[config.mk]
export PLATFORM = sky130hd
export DESIGN_NAME = bilinear_job_ctrl
export DESIGN_NICKNAME = d
export VERILOG_FILES = /design/src/rtl/bilinear_job_ctrl.sv
export SDC_FILE = /design/constraint.sdc
export NUM_CORES = 2
export LEC_CHECK = 0
export BUFFER_PORTS_ARGS = -buffer_cell sky130_fd_sc_hd__buf_2
export CORE_MARGIN = 2
export CORE_UTILIZATION = 60
export DETAILED_ROUTE_END_ITERATION = 10
export PLACE_DENSITY = 0.8
export SYNTH_ARGS = -nofsm -noshare
export SYNTH_HDL_FRONTEND = slang
export SYNTH_SLANG_ARGS = --single-unit
[constraint.sdc]
create_clock -name clk -period 22.5 [get_ports clk]
set_input_delay 4.5 -clock clk [delete_from_list [all_inputs] [get_ports clk]]
set_output_delay 4.5 -clock clk [all_outputs]
set_load 0.02 [all_outputs]
[src/rtl/bilinear_job_ctrl.sv]
// Job sequencer owning bilinear_top's CSR bus: validates a downscale job, derives the output
// size and Q8.8 inverse scale, programs and polls the core, then collects its perf counters.
module bilinear_job_ctrl #(
  parameter int IMG_MAX_W   = 32,
  parameter int IMG_MAX_H   = 32,
  parameter int POLL_GAP    = 4,
  parameter int TIMEOUT_CYC = 1048576
) (
  input  logic        clk,
  input  logic        rst,
  input  logic        job_valid,
  output logic        job_ready,
  input  logic [15:0] job_img_w,
  input  logic [15:0] job_img_h,
  input  logic [15:0] job_scale,
  input  logic        abort,
  output logic        csr_we,
  output logic [3:0]  csr_addr,
  output logic [31:0] csr_wdata,
  input  logic [31:0] csr_rdata,
  output logic        busy,
  output logic        done,
  output logic        err_cfg,
  output logic        err_timeout,
  output logic [15:0] res_out_w,
  output logic [15:0] res_out_h,
  output logic [15:0] res_inv_scale,
  output logic [31:0] res_perf_cyc,
  output logic [31:0] res_perf_pix
);
  localparam logic [3:0]  A_CTRL   = 4'd0;
  localparam logic [3:0]  A_STATUS = 4'd1;
  localparam logic [3:0]  A_SCALE  = 4'd2;
  localparam logic [3:0]  A_IN     = 4'd3;
  localparam logic [3:0]  A_OUT    = 4'd4;
  localparam logic [3:0]  A_PCYC   = 4'd5;
  localparam logic [3:0]  A_PPIX   = 4'd6;
  localparam logic [15:0] MAX_W    = 16'(IMG_MAX_W);
  localparam logic [15:0] MAX_H    = 16'(IMG_MAX_H);
  localparam logic [15:0] GAP_LAST = 16'(POLL_GAP - 1);
  localparam logic [31:0] TO_LIM   = 32'(TIMEOUT_CYC);

  typedef enum logic [3:0] {
    S_IDLE, S_CHECK, S_DIV, S_CFG_SCALE, S_CFG_IN, S_CFG_OUT, S_CFG_CTRL,
    S_POLL_WAIT, S_POLL_ADDR, S_POLL_CHK, S_RD_CYC, S_RD_PIX, S_STOP, S_FIN
  } state_t;

  state_t      state, state_d;
  logic [15:0] w_q, h_q, scale_q, rem_q, quot_q, gap_cnt;
  logic [4:0]  div_cnt;
  logic [31:0] to_cnt;
  logic        rd_phase;

  logic        csr_we_d;
  logic [3:0]  csr_addr_d;
  logic [31:0] csr_wdata_d;
  logic        dims_bad, stop_req, div_last, div_ge;
  logic [16:0] rem_sh, quot_nx;
  logic [15:0] rem_nx, inv_div, ow_fit, oh_fit;

  // Scaled dimension clamped to [1, lim] and never larger than the input dimension.
  function automatic logic [15:0] fit_dim(input logic [15:0] dim, input logic [15:0] s,
                                          input logic [15:0] lim);
    logic [31:0] r;
    r = ({16'h0, dim} * {16'h0, s}) >> 8;
    if (r == 32'd0) r = 32'd1;
    if (r > {16'h0, lim}) r = {16'h0, lim};
    if (r > {16'h0, dim}) r = {16'h0, dim};
    return r[15:0];
  endfunction

  // Restoring divide of 65536 by scale: the only set dividend bit enters on the first step.
  always_comb begin
    dims_bad = (w_q == 16'd0) || (h_q == 16'd0) || (w_q > MAX_W) || (h_q > MAX_H);
    ow_fit   = fit_dim(w_q, scale_q, MAX_W);
    oh_fit   = fit_dim(h_q, scale_q, MAX_H);
    rem_sh   = {rem_q, (div_cnt == 5'd0)};
    div_ge   = rem_sh >= {1'b0, scale_q};
    rem_nx   = div_ge ? 16'(rem_sh - {1'b0, scale_q}) : rem_sh[15:0];
    quot_nx  = {quot_q, div_ge};
    inv_div  = quot_nx[16] ? 16'hFFFF : quot_nx[15:0];
    div_last = (div_cnt == 5'd16);
    stop_req = abort || (to_cnt >= TO_LIM);
  end

  // NOTE: every signal gets a default before the case, so no path can infer a latch.
  always_comb begin
    state_d     = state;
    csr_we_d    = 1'b0;
    csr_addr_d  = csr_addr;
    csr_wdata_d = csr_wdata;
    unique case (state)
      S_IDLE:      if (job_valid) state_d = S_CHECK;
      S_CHECK:     if (abort || dims_bad) state_d = S_FIN;
                   else if (scale_q == 16'd0) state_d = S_CFG_SCALE;
                   else state_d = S_DIV;
      S_DIV:       if (abort) state_d = S_FIN;
                   else if (div_last) state_d = S_CFG_SCALE;
      S_CFG_SCALE: state_d = stop_req ? S_STOP : S_CFG_IN;
      S_CFG_IN:    state_d = stop_req ? S_STOP : S_CFG_OUT;
      S_CFG_OUT:   state_d = stop_req ? S_STOP : S_CFG_CTRL;
      S_CFG_CTRL:  state_d = stop_req ? S_STOP : S_POLL_WAIT;
      S_POLL_WAIT: if (stop_req) state_d = S_STOP;
                   else if (gap_cnt == GAP_LAST) state_d = S_POLL_ADDR;
      S_POLL_ADDR: state_d = stop_req ? S_STOP : S_POLL_CHK;
      S_POLL_CHK:  if (stop_req) state_d = S_STOP;
                   else state_d = csr_rdata[1] ? S_RD_CYC : S_POLL_WAIT;
      S_RD_CYC:    if (rd_phase) state_d = S_RD_PIX;
      S_RD_PIX:    if (rd_phase) state_d = S_FIN;
      S_STOP:      state_d = S_FIN;
      S_FIN:       state_d = S_IDLE;
      default:     state_d = S_IDLE;
    endcase

    // CSR outputs are registered, so they are decoded from the state being entered.
    unique case (state_d)
      S_CFG_SCALE: begin
        csr_we_d    = 1'b1;
        csr_addr_d  = A_SCALE;
        csr_wdata_d = {16'h0, (state == S_DIV) ? inv_div : 16'h0100};
      end
      S_CFG_IN:    begin csr_we_d = 1'b1; csr_addr_d = A_IN;   csr_wdata_d = {w_q, h_q}; end
      S_CFG_OUT:   begin csr_we_d = 1'b1; csr_addr_d = A_OUT;  csr_wdata_d = {res_out_w, res_out_h}; end
      S_CFG_CTRL:  begin csr_we_d = 1'b1; csr_addr_d = A_CTRL; csr_wdata_d = 32'h3; end
      S_STOP:      begin csr_we_d = 1'b1; csr_addr_d = A_CTRL; csr_wdata_d = 32'h0; end
      S_POLL_ADDR, S_IDLE: csr_addr_d = A_STATUS;
      S_RD_CYC:    csr_addr_d = A_PCYC;
      S_RD_PIX:    csr_addr_d = A_PPIX;
      default:     ;
    endcase
  end

  // NOTE: sequential state uses non-blocking assignments so every register samples pre-edge values.
  always_ff @(posedge clk or posedge rst) begin
    if (rst) begin
      state         <= S_IDLE;
      job_ready     <= 1'b1;
      busy          <= 1'b0;
      done          <= 1'b0;
      csr_we        <= 1'b0;
      csr_addr      <= A_STATUS;
      csr_wdata     <= 32'h0;
      err_cfg       <= 1'b0;
      err_timeout   <= 1'b0;
      res_out_w     <= 16'h0;
      res_out_h     <= 16'h0;
      res_inv_scale <= 16'h0100;
      res_perf_cyc  <= 32'h0;
      res_perf_pix  <= 32'h0;
      w_q           <= 16'h0;
      h_q           <= 16'h0;
      scale_q       <= 16'h0;
      rem_q         <= 16'h0;
      quot_q        <= 16'h0;
      div_cnt       <= 5'd0;
      gap_cnt       <= 16'h0;
      to_cnt        <= 32'h0;
      rd_phase      <= 1'b0;
    end else begin
      state     <= state_d;
      csr_we    <= csr_we_d;
      csr_addr  <= csr_addr_d;
      csr_wdata <= csr_wdata_d;
      job_ready <= (state_d == S_IDLE);
      busy      <= (state_d != S_IDLE) && (state_d != S_FIN);
      done      <= (state_d == S_FIN);
      gap_cnt   <= (state == S_POLL_WAIT && state_d == S_POLL_WAIT) ? gap_cnt + 16'd1 : 16'd0;
      if (state inside {S_POLL_WAIT, S_POLL_ADDR, S_POLL_CHK}) to_cnt <= to_cnt + 32'd1;
      unique case (state)
        S_IDLE: if (job_valid) begin
          w_q         <= job_img_w;
          h_q         <= job_img_h;
          scale_q     <= job_scale;
          err_cfg     <= 1'b0;
          err_timeout <= 1'b0;
          to_cnt      <= 32'h0;
        end
        S_CHECK: begin
          if (abort) err_timeout <= 1'b1;
          else if (dims_bad) err_cfg <= 1'b1;
          else begin
            res_out_w <= ow_fit;
            res_out_h <= oh_fit;
            rem_q     <= 16'h0;
            quot_q    <= 16'h0;
            div_cnt   <= 5'd0;
            if (scale_q == 16'd0) res_inv_scale <= 16'h0100;
          end
        end
        S_DIV: begin
          rem_q   <= rem_nx;
          quot_q  <= quot_nx[15:0];
          div_cnt <= div_cnt + 5'd1;
          if (abort) err_timeout <= 1'b1;
          else if (div_last) res_inv_scale <= inv_div;
        end
        S_CFG_CTRL: to_cnt <= 32'h0;
        S_RD_CYC: begin
          rd_phase <= !rd_phase;
          if (rd_phase) res_perf_cyc <= csr_rdata;
        end
        S_RD_PIX: begin
          rd_phase <= !rd_phase;
          if (rd_phase) res_perf_pix <= csr_rdata;
        end
        S_STOP:  err_timeout <= 1'b1;
        default: ;
      endcase
    end
  end
endmodule

==> run metrics <==
ys async rst share=100%; outcome=complete, no violations; Core ar.=0.0512 sq mm; vias per cell=between 5 and 6; Max Cap Viol=0; Net count, final=approximately 4300; cell taking the most area after synthesis=fa_1; Synth top cells by count=inv_1 (490), nor2_1 (417), fa_1 (387); Congestion Overflow GR=0; total CTS buffers=30; vias in the first global route=25293; worst-path maximum fanout=18; FP Rows=between 80 and 90; GPL Wtd Cong=between 0.9 and 1; CTS tree=done; GRT Max-Usage Layer=met2; sequential area share after synthesis=between 20% and 30%; Seq cells post-synth=291; H-tree levels=1; final setup fails=0; DIE AREA=between 0.05 and 0.06 sq mm; root buffer cell=clkbuf_16; met3 usage in global routing=6.41%; clock sinks=between 200 and 300; TritonRoute pass-1 iters=6; Initial Util=around three fifths; synth top area cells=fa_1 (25%), dfrtp_1 (23%), ha_1 (10%), inv_1 (5.9%), nor2_1 (5.0%); Post-synth EDFFs=0; largest net degree at the start of global routing=97; Syn Inst Count=3408; Clock Pin Slew Worst Setup and Hold Paths=roughly 60 ps; fin. max-slew vios=0; worst clock skew=32.3 ps; Fillers=4016; Crit. End Element=flop; Critical Path Source Type=flop; Simple-Gate Fraction of Synth Area=15.6%; initial antenna violation count=6; Avg Cell Area, Syn=9.11 sq um; final setup TNS=0 ps; main combinational cell family by area after synthesis=adder cells; Compound-Gate Fraction of Synth Area=9.30%; Final ANT Viol Nets=0; RSZ-0062 raised after global routing=no; Post-Synth XOR/XNOR Area=2.40%; Hold Buf Count CTS=0; post-CTS setup buffer count=0; Cell Area, Synth=0.0310 sq mm; layout cell share with drive strength beyond 1=13.4%; Final Critical Period=11090 ps; PostCTS Resize Cnt=0; die height=~230 um; multi-input logic area=0.0213 sq mm; CP max stage delay=950 ps; # IOs=~240; Die Width=231 um; final cycle utilization of the critical path=49.3%; area growth from synthesis to layout=9.01%; slew margin rel.=around a fifth; # DRC=0; Detail Placement HPWL=roughly 65000 um; Worst Path Required=22950 ps; worst min path class=flop to flop; first-pass GRT wire length=around 140000 um; Achievable Freq=90.1 MHz; post-synth cell types=80; met1 Resource Use GR=between 40% and 50%; Seq. cell area=0.00729 sq mm; Post-Synth Adder-Cell Area=35.3%; share of the synthesized area in the top cell type=25.0%; clk buf depth=3; Least-Margin Pin Slew=1200 ps; CP top delay family=compound AO/OA/AOI/OAI gates; GRT Util Overall=33.0%; GR Util met2=51.5%; WS Path Type=flop to flop; most used cell, CP=fa_1; wire length per cell=a little over 20 um; vias after detailed routing=25483; Worst Path Buf+Inv=3; Ys Warns=0; Top FF cell, synth=dfrtp_1; top-count cell post-synth=inv_1; Final Hold Fails=0; number of DRC markers in iteration 0=2247; critical path's slowest cell=o31ai_1; CP arrival=about 12000 ps; mux cell area share after synthesis=5.60%; clk_lat worst skew=~610 ps; final WL=86700 um; PortBufs=236
-- area by class of cell --
cell class                 count  share of cell area (%)
sequential                   291                    21.5
inverter                     513                    5.71
tap                          680                    2.51
clock inverter                12                   0.599
timing repair buffer         265                    4.13
multi-input combinational   2450                    62.9
antenna                        3                  0.0222
clock buffer                  42                    2.62
-- path summary, 6_finish.rpt --
check                             startpoint                end  slack, ps  cells past startpoint
max                              scale_q[12]       res_out_h[0]      11410                     30
min                        res_inv_scale[14]  res_inv_scale[14]        480                      2
max reg2reg                      scale_q[12]       res_out_h[0]      11410                     30
min reg2reg                res_inv_scale[14]  res_inv_scale[14]        480                      2
max in group asynchronous                rst       res_out_h[3]      15580                      5
min in group asynchronous                rst   res_perf_cyc[14]       4020                      2
-- layer usage --
layer	part of all wire [%]	up-vias	routed length, um
met4	5.6	6	4820
met5	0.053	-	46
met3	9.4	277	8130
met1	39	12651	33900
met2	46	1293	39800
li1	-	11256	-
-- stage by stage --
step | instances | setup slack [ps] | utilization (%) | area (sq um) | hold slack [ps]
global route | 4256 | 10730 | 66.1 | 33800 | 510
finish | 4256 | 11410 | 66.1 | 33800 | 481
detailed placement | 4199 | 11670 | 63.9 | 32700 | 473
CTS | 4253 | 11620 | 66.1 | 33800 | 486
floorplan | 3428 | 9970 | - | 31100 | 466
global placement | 4199 | 11920 | 63.9 | 32700 | 459
-- worst reg2reg max path, delay by kind of cell (launching register included) --
family	cells	cell delay (ps)
and+or+nand+nor	6	1700
AOI/OAI and AO/OA	13	4050
buffers and inverters	3	980
DFF	1	780
adders and majority gates	8	3420
-- logic make-up (layout without fill, tap and decap cells) --
kind of cell	after synthesis	after routing
multiplexers	158	158
other	1	24
buffers and inverters	687	832
XOR/XNOR	85	85
AND/OR/NAND/NOR	1092	1092
AO/OA/AOI/OAI	451	451
adder cells (fa/ha/maj)	643	643
flip-flops	291	291
-- cell usage in the layout, fill, tap and decap left out, drive strengths merged, types with 37 or more instances in the layout --
cell type  Yosys  layout
mux2         126     126
xor2          45      45
a21oi         85      85
inv          499     501
xnor2         40      40
nand3         53      53
a22oi         37      37
buf           19     265
clkbuf       155      42
nor2         417     417
ha           255     255
dfrtp        288     288
o21ai        141     141
and2          58      58
nand2        371     371
fa           387     387
-- registers in the layout, indices dropped and copies added, names as in the netlist, 16 cells and up --
register / cells
csr_wdata: 32
gap_cnt: 16
h_q: 16
quot_q: 16
rem_q: 16
res_inv_scale: 16
res_out_h: 16
res_out_w: 16
res_perf_cyc: 32
res_perf_pix: 32
scale_q: 16
to_cnt: 32
w_q: 16
Power is left out: the tool's default activity adds up to more than one toggle a clock period on the data nets, which glitch-free logic cannot reach.
